===== config.mk =====
export PLATFORM = sky130hd
export DESIGN_NAME = sumador_segmentado
export DESIGN_NICKNAME = d
export VERILOG_FILES = /design/src/rtl/sumador_pkg.sv /design/src/rtl/sumador_bloque.sv /design/src/rtl/sumador_segmentado.sv
export SDC_FILE = /design/constraint.sdc
export NUM_CORES = 1
export LEC_CHECK = 0
export ABC_AREA = 1
export CAP_MARGIN = 20
export CORE_UTILIZATION = 45
export CTS_BUF_LIST = sky130_fd_sc_hd__clkbuf_8 sky130_fd_sc_hd__clkbuf_16
export DETAILED_ROUTE_END_ITERATION = 16
export HOLD_SLACK_MARGIN = 0.06
export PLACE_DENSITY = 0.67
export SKIP_LAST_GASP = 1
export SYNTH_ARGS = -nofsm -noshare
export SYNTH_HDL_FRONTEND = slang
export SYNTH_SLANG_ARGS = --single-unit

===== constraint.sdc =====
create_clock -name clk -period 3.8 [get_ports clk]
set_input_delay 0.76 -clock clk [delete_from_list [all_inputs] [get_ports clk]]
set_output_delay 0.76 -clock clk [all_outputs]
set_load 0.02 [all_outputs]

===== src/rtl/sumador_pkg.sv =====
// Shared elaboration helpers for the segmented adder.
//   params_ok  : legality of a WIDTH/CHUNK pair
//   num_stages : pipeline depth (one register stage per CHUNK-bit slice)
package sumador_pkg;

  // Slices must tile the word exactly.
  function automatic bit params_ok(input int unsigned width, input int unsigned chunk);
    return (chunk >= 1) && (chunk <= width) && ((width % chunk) == 0);
  endfunction

  // Guarded so an illegal chunk of zero still elaborates far enough to report.
  function automatic int unsigned num_stages(input int unsigned width, input int unsigned chunk);
    return (chunk == 0) ? 1 : width / chunk;
  endfunction

endpackage


===== src/rtl/sumador_bloque.sv =====
// Combinational CHUNK-bit ripple slice of the segmented adder.
//   a, b : slice operands
//   cin  : carry into the slice
//   suma : slice sum
//   cout : carry out of the slice
module sumador_bloque #(
  parameter int unsigned CHUNK = 4
) (
  input  logic [CHUNK-1:0] a,
  input  logic [CHUNK-1:0] b,
  input  logic             cin,
  output logic [CHUNK-1:0] suma,
  output logic             cout
);

  localparam int unsigned EW = CHUNK + 1;

  assign {cout, suma} = EW'(a) + EW'(b) + EW'(cin);

endmodule


===== src/rtl/sumador_segmentado.sv =====
// Pipelined WIDTH-bit add/subtract unit, one register stage per CHUNK-bit slice.
//   clk, rst            : clock, synchronous active-high reset
//   in_valid, in_ready  : operand handshake (in_ready is combinational)
//   a, b, cin, sub      : operands; sub=1 computes a-b and ignores cin
//   out_valid, out_ready: result handshake with backpressure
//   sum, cout, overflow : registered result, raw carry, signed overflow
module sumador_segmentado
  import sumador_pkg::*;
#(
  parameter int unsigned WIDTH = 16,
  parameter int unsigned CHUNK = 4
) (
  input  logic             clk,
  input  logic             rst,
  input  logic             in_valid,
  output logic             in_ready,
  input  logic [WIDTH-1:0] a,
  input  logic [WIDTH-1:0] b,
  input  logic             cin,
  input  logic             sub,
  output logic             out_valid,
  input  logic             out_ready,
  output logic [WIDTH-1:0] sum,
  output logic             cout,
  output logic             overflow
);

  localparam int unsigned STAGES = num_stages(WIDTH, CHUNK);
  localparam int unsigned MSB    = WIDTH - 1;

  if (!params_ok(WIDTH, CHUNK)) begin : g_param_check
    $error("sumador_segmentado: WIDTH must be a multiple of CHUNK with 1 <= CHUNK <= WIDTH");
  end

  logic             adv_c;
  logic [WIDTH-1:0] b_eff_c;
  logic             cin_eff_c;

  // Per-stage registers: valid, partial result, carry, and the operand words
  // whose upper slices are still waiting to be added (skewed pipeline).
  logic             v_q [STAGES];
  logic             c_q [STAGES];
  logic [WIDTH-1:0] r_q [STAGES];
  logic [WIDTH-1:0] a_q [STAGES];
  logic [WIDTH-1:0] b_q [STAGES];
  logic             ovf_q;

  logic [CHUNK-1:0] op_a_c [STAGES];
  logic [CHUNK-1:0] op_b_c [STAGES];
  logic [CHUNK-1:0] suma_c [STAGES];
  logic             ci_c   [STAGES];
  logic             co_c   [STAGES];

  logic             a_msb_c;
  logic             b_msb_c;
  logic             ovf_c;

  // The whole pipeline moves as one; only in_ready is combinational.
  assign adv_c     = ~out_valid | out_ready;
  assign in_ready  = adv_c;

  // Subtraction folds into addition: a + ~b + 1.
  assign b_eff_c   = sub ? ~b : b;
  assign cin_eff_c = sub ? 1'b1 : cin;

  for (genvar s = 0; s < STAGES; s++) begin : g_slice
    if (s == 0) begin : g_first
      assign op_a_c[s] = a[CHUNK-1:0];
      assign op_b_c[s] = b_eff_c[CHUNK-1:0];
      assign ci_c[s]   = cin_eff_c;

      // Stage 1: capture slice 0 result plus the full operands for later slices.
      always_ff @(posedge clk) begin
        if (rst) begin
          v_q[s] <= 1'b0;
          c_q[s] <= 1'b0;
          r_q[s] <= '0;
          a_q[s] <= '0;
          b_q[s] <= '0;
        end else if (adv_c) begin
          v_q[s] <= in_valid;
          c_q[s] <= co_c[s];
          r_q[s] <= WIDTH'(suma_c[s]);
          a_q[s] <= a;
          b_q[s] <= b_eff_c;
        end
      end
    end else begin : g_rest
      assign op_a_c[s] = a_q[s-1][s*CHUNK +: CHUNK];
      assign op_b_c[s] = b_q[s-1][s*CHUNK +: CHUNK];
      assign ci_c[s]   = c_q[s-1];

      // Later stages: add the next slice and append it above the lower result bits.
      always_ff @(posedge clk) begin
        if (rst) begin
          v_q[s] <= 1'b0;
          c_q[s] <= 1'b0;
          r_q[s] <= '0;
          a_q[s] <= '0;
          b_q[s] <= '0;
        end else if (adv_c) begin
          v_q[s]                   <= v_q[s-1];
          c_q[s]                   <= co_c[s];
          r_q[s]                   <= r_q[s-1];
          r_q[s][s*CHUNK +: CHUNK] <= suma_c[s];
          a_q[s]                   <= a_q[s-1];
          b_q[s]                   <= b_q[s-1];
        end
      end
    end

    sumador_bloque #(
      .CHUNK (CHUNK)
    ) u_bloque (
      .a    (op_a_c[s]),
      .b    (op_b_c[s]),
      .cin  (ci_c[s]),
      .suma (suma_c[s]),
      .cout (co_c[s])
    );
  end

  // Operand MSBs as seen by the final slice.
  if (STAGES == 1) begin : g_msb_direct
    assign a_msb_c = a[MSB];
    assign b_msb_c = b_eff_c[MSB];
  end else begin : g_msb_carried
    assign a_msb_c = a_q[STAGES-2][MSB];
    assign b_msb_c = b_q[STAGES-2][MSB];
  end

  // Signed overflow: like-signed operands producing an opposite-signed result.
  assign ovf_c = (a_msb_c == b_msb_c) & (suma_c[STAGES-1][CHUNK-1] != a_msb_c);

  always_ff @(posedge clk) begin
    if (rst) begin
      ovf_q <= 1'b0;
    end else if (adv_c) begin
      ovf_q <= ovf_c;
    end
  end

  assign out_valid = v_q[STAGES-1];
  assign sum       = r_q[STAGES-1];
  assign cout      = c_q[STAGES-1];
  assign overflow  = ovf_q;

endmodule


Word level (Yosys, flattened, before mapping):

Memory sizes are Yosys's and may differ from the RTL's.
Index checks and enable logic that the tools add are counted.

* bitwise gates (word level): 27
* muxes and demuxes: 30
* add/subtract/negate cells: 8
* equal/unequal tests: 2

Operators with widths (count)
* 16-bit two-way mux: 13
* 1-bit bitwise OR: 24
* 4-bit by 4-bit adder with 5-bit output: 4
* 5-bit by 1-bit adder with 5-bit output: 4
* 16-bit NOT: 1
* 1-bit two-way mux: 14
* 4-bit two-way mux: 3
* 1-bit AND: 1
* 1-bit == test: 1
* 1-bit inequality test: 1
* 1-bit NOT: 1

* input bits: 38
* memories kept: 5
* output and inout bits: 20
* memory bits (writable): 200
* logic and storage cells: 73
* flip-flop bits (word level): 1

Memories
* a_q: depth 4, width 16, rd ports 3, clocked after memory_dff 0, wr ports 4, line sumador_segmentado.sv:44 `logic [WIDTH-1:0] a_q [STAGES];`
* b_q: depth 4, width 16, rd ports 3, clocked after memory_dff 0, wr ports 4, line sumador_segmentado.sv:45 `logic [WIDTH-1:0] b_q [STAGES];`
* r_q: depth 4, width 16, rd ports 4, clocked after memory_dff 0, wr ports 4, line sumador_segmentado.sv:43 `logic [WIDTH-1:0] r_q [STAGES];`
* c_q: depth 4, width 1, rd ports 4, clocked after memory_dff 0, wr ports 4, line sumador_segmentado.sv:42 `logic c_q [STAGES];`
* v_q: depth 4, width 1, rd ports 4, clocked after memory_dff 0, wr ports 4, line sumador_segmentado.sv:41 `logic v_q [STAGES];`

Logic depth before layout (Yosys ltp):

Gate-level depths: netlist of the first run.

* word-level depth: 7
* depth in mapped cells: 9
* depth with buffers taken out: 8

Hierarchy:

From an unflattened synthesis of the first run, not the netlist that was laid out.

* cells, all modules: 414
* area, all modules: 4519.3 µm²

Modules (own cells, without submodules)
* sumador_segmentado: area an instance 3888.7 µm², seq. area each 2902.8 µm², cells an instance 322, times used 1
* sumador_bloque (g_slice[0].u_bloque ...): area an instance 165.2 µm², seq. area each 0.0 µm², cells an instance 25, times used 2
* sumador_bloque (g_slice[1].u_bloque ...): area an instance 150.1 µm², seq. area each 0.0 µm², cells an instance 21, times used 2

Worst setup path after synthesis of the first run:

Ideal clock, no wire load.

* path kind: input to register
* from: in out_ready
* to: mem a_q[0][10], enable pin
* arrival: 3036 ps
* cell stages on the path: 4
* path slack: 306 ps
* setup time: 458 ps
* required time: 3342 ps
* path buffers: 0
* cells stage by stage: inv_1 -> nand2_4 -> inv_1 -> nand2_1

RTL lines
* start: declaration: line sumador_segmentado.sv:22 `input logic out_ready,`
* end: declaration: line sumador_segmentado.sv:44

Worst setup path after layout of the first run:

* from: in out_ready
* to: out in_ready

* word-level cells in the longest chain between the ends: 1

RTL lines
* 1-bit bitwise OR: line sumador_segmentado.sv:59 `assign adv_c = ~out_valid | out_ready;`
* end: declaration: line sumador_segmentado.sv:16 `output logic in_ready,`

Every way passes these cells.

==> results of run 1 <==
## flip-flops by register name, summed over array words and instances (netlist names)
| name | flops |
|---|---|
| b_q | 24 |
| a_q | 24 |
| c_q | 4 |
| v_q | 4 |
| overflow | 1 |
| r_q | 40 |
## worst min-delay path: stages (launching register included)
cell     delay (ns)
dfxtp_1        0.32
nand3_1        0.08
nand2_1        0.05
## metal layers
metal  up-vias  GRT usage [%]
met2        70          21.18
met4         0          6.689
met1      1084          14.85
li1       1328              -
met5         -              0
met3         9          2.358
## power groups by stage
| stage | clock network (mW) | logic [mW] | registers, mW |
|---|---|---|---|
| 2_1_floorplan | 0 | 0.151 | 1.32 |
| 3_3_place_gp | 0 | 0.253 | 1.31 |
| 3_5_place_dp | 0 | 0.261 | 1.31 |
| 4_1_cts | 0.645 | 0.264 | 1.29 |
| 5_1_grt | 0.681 | 0.295 | 1.30 |
| 6_report | 0.625 | 0.260 | 1.29 |
## cells by family (layout without fill, tap and decap cells)
| logic type | Yosys count | in the layout | synth area share (%) |
|---|---|---|---|
| adder cells (fa/ha/maj) | 20 | 20 | 7.031 |
| XOR/XNOR | 16 | 16 | 3.176 |
| flip-flops | 97 | 97 | 65.78 |
| AND/OR/NAND/NOR | 128 | 128 | 11.82 |
| AO/OA/AOI/OAI | 17 | 17 | 1.928 |
| buffers and inverters | 111 | 178 | 10.26 |
## Yosys cell counts
library cell and instances:
inv_1 98, edfxtp_1 96, nor2_1 96, nand2_1 16, a21oi_1 13, xnor2_1 13
ha_1 12, nand3_1 12, buf_2 8, fa_1 8, o21ai_0 4, xor2_1 3
buf_6 2, inv_2 2, nand2_4 2, buf_8 1, dfxtp_1 1, nor2_2 1
nor3b_2 1
## final timing paths
path / end / slack [ns] / depth (start not counted)
min reg2reg: overflow$_SDFFE_PP0P_ / 0.49 / 2
min: overflow$_SDFFE_PP0P_ / 0.49 / 2
max reg2reg: c_q[2]$_SDFFCE_PN0P_ / 2.00 / 6
max: in_ready / 1.09 / 4
## final cells by class
class                           instances  share of cell area (%)
Multi-Input combinational cell        181                   20.05
Timing Repair Buffer                   62                   11.68
Clock inverter                          7                   1.178
Clock buffer                            9                   2.332
Tap cell                              129                   3.039
Inverter                              100                   7.067
Sequential cell                        97                   54.65
==> qor.yml, run 1 <==
run_status:
  status: "complete, no violations"
power_and_ir_drop:
  pwr-share-comb_pct: 12.0
  power.total_mw: 2.171
  internal-power_mw: 1.684
  swShare_pct: 22.43
  clkPwrFrac_pct: 28.8
  seq_power_share_pct: 59.2
  p_per_area_nw_per_um2: 408.8
  switchingPower_uw: 486.9
  ir_drop_v: 0.0001614
  p_leak_nw: 2.269
setup_path:
  required_ns: 3.04
  r2r-start: "b_q[0][24]$_SDFFCE_PN0P_"
  cp-start-kind: "primary input"
  cpMaxStageDelayCell: "clkdlybuf4s50_1"
  critPathArrivalTime_ns: 1.95
  cpLargestDelayFamily: "buffers and inverters"
  cp_cell_sequence: "clkdlybuf4s50_1 > inv_1 > nand2_4 > clkdlybuf4s50_1"
  critical_path.max_fanout: 3
  cp-end-kind: "output pin"
  crit_start: "out_ready"
  path_class: "primary input to output pin"
  crit_buf_inv: 3
  cpPeakStageDelay_ns: 0.60
  cp_common_cell: "clkdlybuf4s50_1"
sta:
  rsz0062_at_grt: "no"
  hold_viol_final: 0
  finalCritPeriodShare_pct: 71.19
  drv_slew: 0
  clock_skew_ns: 0.007390
  fin_hold_ws_ns: 0.4885
  worst_pin_slew_ns: 0.6098
  fmax_ghz: 0.3697
  finalSetupViolCount: 0
  totalNegativeSetupSlack_ns: 0
  period_needed_ns: 2.705
  fin_ws_ns: 1.095
  relSlewSlack_pct: 59.31
clocking:
  clkSlewWorstSetupHoldPaths_ns: 0.08
  clock_path_buffers: 2
  cts_buffers: 9
  holdBufCountCts: 0
  post_cts_buffers: 0
  clk_latency_ns: 0.34
  cts_tree: "built"
  clock_sinks: 97
  postCtsResizedCells: 0
  h-tree-depth: 3
  cts-root-buf: "clkbuf_8"
die:
  io_pins: 58
  core_um2: 9371
  initial_core_util_pct: 47.09
  dieArea_um2: 10210
  dieHeight_um: 101.0
  die_x_um: 101.0
  fp-row-count: 35
global_route:
  grt_overflow: 0
  antenna_found_initial: 0
  grt_pass1_vias: 2326
  grt_pass1_wl_um: 9715
  grt_max_degree: 48
  grt_usage_pct: 12.39
logic_synthesis:
  yosys_warnings: 0
  syn_nets: 447
  avgSynthCellArea_um2: 11.34
  netlist.area_leader.share_pct: 65.32
  synth_seq_cells: 97
  ys_seq_area_share_pct: 65.78
  yosys-top-cells-area: "edfxtp_1 (65%), inv_1 (8.3%), nor2_1 (8.2%)"
  syn_inst: 389
  yosys.area.top_type: "edfxtp_1"
  synth_cell_type_count: 19
  synth_area_um2: 4413
placed_design:
  placed_area_um2: 5125
  port_buffers: 57
  hpwl_um: 3984
  dp_cells: 569
  preCtsSetupSlack_ns: 0.9847
  gp_congestion: 0.8080
finish:
  final_cell_mix: "inv_1 (99), nor2_1 (96), edfxtp_1 (96)"
  final_common_cell: "inv_1"
  diodes: 0
  area_growth_pct: 20.36
  stdcell_count: 585
  layout-drive-gt1-share_pct: 5.702
  multi_input_area_um2: 1065
  stdcell_area_um2: 5311
  nets: 509
  final_util_pct: 56.68
  regArea_um2: 2903
  fillerInstances: 843
detailed_routing:
  wl_met2_um: 2715
  vias: 2491
  route.layer.met1.wl_um: 2753
  wl_met3_um: 276
  antenna_left: 0
  drt_pass1_iterations: 5
  drt-total-wl_um: 5846
  via_per_inst: 4.258
  highest_layer: "met4"
  drc: 0
  drt-initial-drc-count: 98
  wl_per_cell_um: 9.993
job:
  drv_cap: 0
min_path:
  hold_path_class: "flip-flop to flip-flop"
  min_from: "overflow$_SDFFE_PP0P_"
Note: power is estimated with default switching activity, not from simulation.
==> run 2: changes to the inputs <==
==> constraint.sdc (replaced) <==
create_clock -name clk -period 2.6 [get_ports clk]
set_input_delay 0.52 -clock clk [delete_from_list [all_inputs] [get_ports clk]]
set_output_delay 0.52 -clock clk [all_outputs]
set_load 0.02 [all_outputs]
==> qor.yml, run 2 (synthesis gave the netlist of run 1 again) <==
setup_path:
  crit_buf_inv: 3
  required_ns: 2.08
  cpPeakStageDelay_ns: 0.60
  cp_cell_sequence: "clkdlybuf4s50_1 > inv_1 > nand2_4 > clkdlybuf4s50_1"
  critical_path.max_fanout: 3
  cp_common_cell: "clkdlybuf4s50_1"
  critPathArrivalTime_ns: 1.70
  cp-start-kind: "primary input"
  cp-end-kind: "output pin"
  cpMaxStageDelayCell: "clkdlybuf4s50_1"
  cpLargestDelayFamily: "buffers and inverters"
  path_class: "primary input to output pin"
power_and_ir_drop:
  clkPwrFrac_pct: 26.0
  switchingPower_uw: 706.0
  pwr-share-comb_pct: 12.6
  swShare_pct: 23.05
  p_per_area_nw_per_um2: 580.0
  seq_power_share_pct: 61.4
  ir_drop_v: 0.0002273
  internal-power_mw: 2.357
  p_leak_nw: 2.254
min_path:
  hold_path_class: "flip-flop to flip-flop"
die:
  dieArea_um2: 10210
  dieHeight_um: 101.0
  die_x_um: 101.0
  core_um2: 9371
  initial_core_util_pct: 47.09
  fp-row-count: 35
  io_pins: 58
finish:
  diodes: 0
  largest-register: "r_q"
  final_cell_mix: "inv_1 (99), nor2_1 (96), edfxtp_1 (96)"
  largest_reg_flops: 40
  final_util_pct: 56.36
  layout-drive-gt1-share_pct: 4.846
  fillerInstances: 836
  final_common_cell: "inv_1"
  area_growth_pct: 19.68
  top_regs: "r_q x40, a_q x24, b_q x24"
  nets: 508
detailed_routing:
  drt_pass1_iterations: 4
  antenna_left: 0
  route.layer.met1.wl_um: 2787
  wl_per_cell_um: 10.69
  drt-initial-drc-count: 126
  wl_met3_um: 206
  wl_met2_um: 3094
  drt-total-wl_um: 6230
  highest_layer: "met4"
  drc: 0
  via_per_inst: 4.328
  vias: 2523
clocking:
  cts_tree: "built"
  holdBufCountCts: 0
  post_cts_buffers: 0
  cts_buffers: 9
  postCtsResizedCells: 0
  clk_latency_ns: 0.35
  clock_path_buffers: 2
  h-tree-depth: 3
  cts-root-buf: "clkbuf_8"
  clkSlewWorstSetupHoldPaths_ns: 0.08
  clock_sinks: 97
sta:
  fmax_ghz: 0.4501
  finalCritPeriodShare_pct: 85.45
  finalSetupViolCount: 0
  worst_pin_slew_ns: 0.4963
  hold_viol_final: 0
  period_needed_ns: 2.222
  totalNegativeSetupSlack_ns: 0
  rsz0062_at_grt: "no"
  relSlewSlack_pct: 66.91
  clock_skew_ns: 0.007795
  drv_slew: 0
global_route:
  grt_overflow: 0
  grt_usage_pct: 13.59
  grt_pass1_wl_um: 10530
  antenna_found_initial: 0
  grt_pass1_vias: 2466
  grt_max_degree: 97
placed_design:
  hpwl_um: 4026
  port_buffers: 57
  gp_congestion: 0.7568
job:
  drv_cap: 0
run_status:
  status: "complete, no violations"
-- run 2: final cells by class --
class	instances	area [um^2]	area share, %
clock buffer	9	123.9	2.345
clock inverter	6	27.53	0.5212
inverter	100	375.4	7.107
multi-input combinational	181	1065	20.16
sequential	97	2903	54.96
tap	129	161.4	3.056
timing repair buffer	61	625.6	11.85
-- run 2: worst register-to-register path, cell delays in order, from the launching register on --
cell,delay (ns)
edfxtp_1,0.33
inv_1,0.05
fa_1,0.48
fa_1,0.41
nor2_1,0.17
o21ai_0,0.11
a21oi_1,0.12
-- run 2: routing by layer --
metal	GRT usage (%)	vias up
li1	-	1322
met1	15.59	1131
met2	23.76	59
met3	2.497	11
met4	8.027	0
met5	0	-
-- run 2: metrics by stage --
step	setup slack, ns	hold WS [ns]	instances	cell area [um^2]	power, mW
2_1_floorplan	0.2809	0.5192	389	4415	2.156
3_3_place_gp	0.1076	0.4620	568	5130	2.288
3_5_place_dp	0.01700	0.4889	568	5130	2.304
4_1_cts	0.3711	0.5024	583	5281	3.092
5_1_grt	0.3321	0.5214	583	5281	3.199
6_report	0.3783	0.4923	583	5281	3.063
-- run 2: worst paths after layout --
check | endpoint | cells past startpoint | slack, ns | from
worst max-delay path | in_ready | 4 | 0.38 | out_ready
worst min-delay path | overflow$_SDFFE_PP0P_ | 2 | 0.49 | overflow$_SDFFE_PP0P_
worst max register to register | c_q[2]$_SDFFCE_PN0P_ | 6 | 0.79 | b_q[0][24]$_SDFFCE_PN0P_
worst min register to register | overflow$_SDFFE_PP0P_ | 2 | 0.49 | overflow$_SDFFE_PP0P_
-- run 2: power groups by stage --
| stage | combinational, mW | sequential, mW | clock, mW |
|---|---|---|---|
| 2_1_floorplan | 0.221 | 1.94 | 0 |
| 3_3_place_gp | 0.373 | 1.91 | 0 |
| 3_5_place_dp | 0.386 | 1.92 | 0 |
| 4_1_cts | 0.390 | 1.88 | 0.819 |
| 5_1_grt | 0.437 | 1.89 | 0.869 |
| 6_report | 0.385 | 1.88 | 0.797 |
==> run 3: changes to the inputs <==
--- a/config.mk
+++ b/config.mk
@@ -7,6 +7,7 @@
 export LEC_CHECK = 0
 export ABC_AREA = 1
 export CAP_MARGIN = 20
+export CORE_ASPECT_RATIO = 1.4
 export CORE_UTILIZATION = 45
 export CTS_BUF_LIST = sky130_fd_sc_hd__clkbuf_8 sky130_fd_sc_hd__clkbuf_16
 export DETAILED_ROUTE_END_ITERATION = 16
==> qor.yml, run 3 (synthesis gave the netlist of run 1 again) <==
detailed_routing:
  drt-total-wl_um: 5865
  antenna_left: 0
  via_per_inst: 4.368
  wl_per_cell_um: 10.03
  vias: 2555
  drt-initial-drc-count: 139
  drt_pass1_iterations: 6
  drc: 0
clocking:
  clk_latency_ns: 0.33
  clock_path_buffers: 2
  holdBufCountCts: 0
  h-tree-depth: 3
  post_cts_buffers: 0
  cts-root-buf: "clkbuf_16"
  clkSlewWorstSetupHoldPaths_ns: 0.06
  cts_tree: "built"
  clock_sinks: 97
  postCtsResizedCells: 0
  cts_buffers: 9
global_route:
  grt_overflow: 0
  grt_usage_pct: 13.05
  grt_max_degree: 97
  grt_pass1_wl_um: 10220
  grt_pass1_vias: 2570
  antenna_found_initial: 0
finish:
  layout-drive-gt1-share_pct: 5.298
  final_common_cell: "inv_1"
  largest_reg_flops: 40
  stdcell_area_um2: 5385
  nets: 508
  fillerInstances: 826
  final_cell_mix: "inv_1 (99), nor2_1 (96), edfxtp_1 (96)"
  area_growth_pct: 22.03
  final_util_pct: 56.62
  multi_input_area_um2: 1065
  largest-register: "r_q"
  regArea_um2: 2903
  top_regs: "r_q x40, a_q x24, b_q x24"
  diodes: 0
sta:
  period_needed_ns: 2.221
  finalCritPeriodShare_pct: 85.44
  fmax_ghz: 0.4502
  finalSetupViolCount: 0
  hold_viol_final: 0
  worst_pin_slew_ns: 0.4882
  rsz0062_at_grt: "no"
  drv_slew: 0
  totalNegativeSetupSlack_ns: 0
  clock_skew_ns: 0.004341
  relSlewSlack_pct: 67.45
setup_path:
  critical_path.max_fanout: 3
  cp-end-kind: "output pin"
  cp-start-kind: "primary input"
  path_class: "primary input to output pin"
  critPathArrivalTime_ns: 1.70
  required_ns: 2.08
die:
  dieArea_um2: 10210
  fp-row-count: 42
  die_x_um: 85.70
  dieHeight_um: 119.2
  core_um2: 9512
  io_pins: 58
  initial_core_util_pct: 46.40
placed_design:
  hpwl_um: 3894
  gp_congestion: 0.7552
  placed_area_um2: 5134
  port_buffers: 57
power_and_ir_drop:
  internal-power_mw: 2.660
  seq_power_share_pct: 55.6
  p_leak_nw: 2.304
  switchingPower_uw: 728.0
  clkPwrFrac_pct: 33.2
  p_per_area_nw_per_um2: 629.1
  ir_drop_v: 0.0003955
  pwr-share-comb_pct: 11.2
  swShare_pct: 21.49
job:
  drv_cap: 0
min_path:
  hold_path_class: "flip-flop to flip-flop"
run_status:
  status: "complete, no violations"
run 3: changes by cell type in the layout (fill, tap and decap cells not counted), sizes merged:
cell    delta
clkinv     -1
run 3: metal layers:
layer,GRT usage (%),up-vias,wire length (um)
met5,0,-,0
met4,8.542,0,187
met3,3.188,16,215
met2,23.85,67,3177
met1,12.75,1149,2284
li1,-,1323,-
run 3: cell type report:
type                       count  share of cell area [%]
clock inverter                 5                  0.4879
sequential                    97                   53.90
multi-input combinational    181                   19.77
clock buffer                   9                   4.182
inverter                     100                   6.970
tap                          132                   3.067
timing repair buffer          61                   11.62
run 3: per-stage QoR:
stage	worst slack, ns	std cells	hold WS, ns	power [mW]
CTS	0.3693	585	0.4810	3.432
global route	0.3192	585	0.5117	3.540
floorplan	0.2809	389	0.5192	2.156
global placement	0.2157	571	0.4631	2.286
detailed placement	0.1398	571	0.4714	2.302
finish	0.3786	585	0.4748	3.388
run 3: worst max-delay path: stages:
cell and delay [ns]:
clkdlybuf4s50_1 0.46, inv_1 0.06, nand2_4 0.07, clkdlybuf4s50_1 0.60
run 3: power groups by stage:
stage,registers (mW),logic (mW),clock network (mW)
2_1_floorplan,1.94,0.221,0
3_5_place_dp,1.92,0.384,0
4_1_cts,1.89,0.386,1.16
3_3_place_gp,1.91,0.372,0
5_1_grt,1.89,0.432,1.21
6_report,1.88,0.381,1.12
run 3: worst paths after layout:
path	from	end	slack, ns	depth (start not counted)
hold reg to reg	overflow$_SDFFE_PP0P_	overflow$_SDFFE_PP0P_	0.47	2
setup / recovery	out_ready	in_ready	0.38	4
hold / removal	overflow$_SDFFE_PP0P_	overflow$_SDFFE_PP0P_	0.47	2
setup reg to reg	b_q[0][24]$_SDFFCE_PN0P_	c_q[2]$_SDFFCE_PN0P_	0.79	6
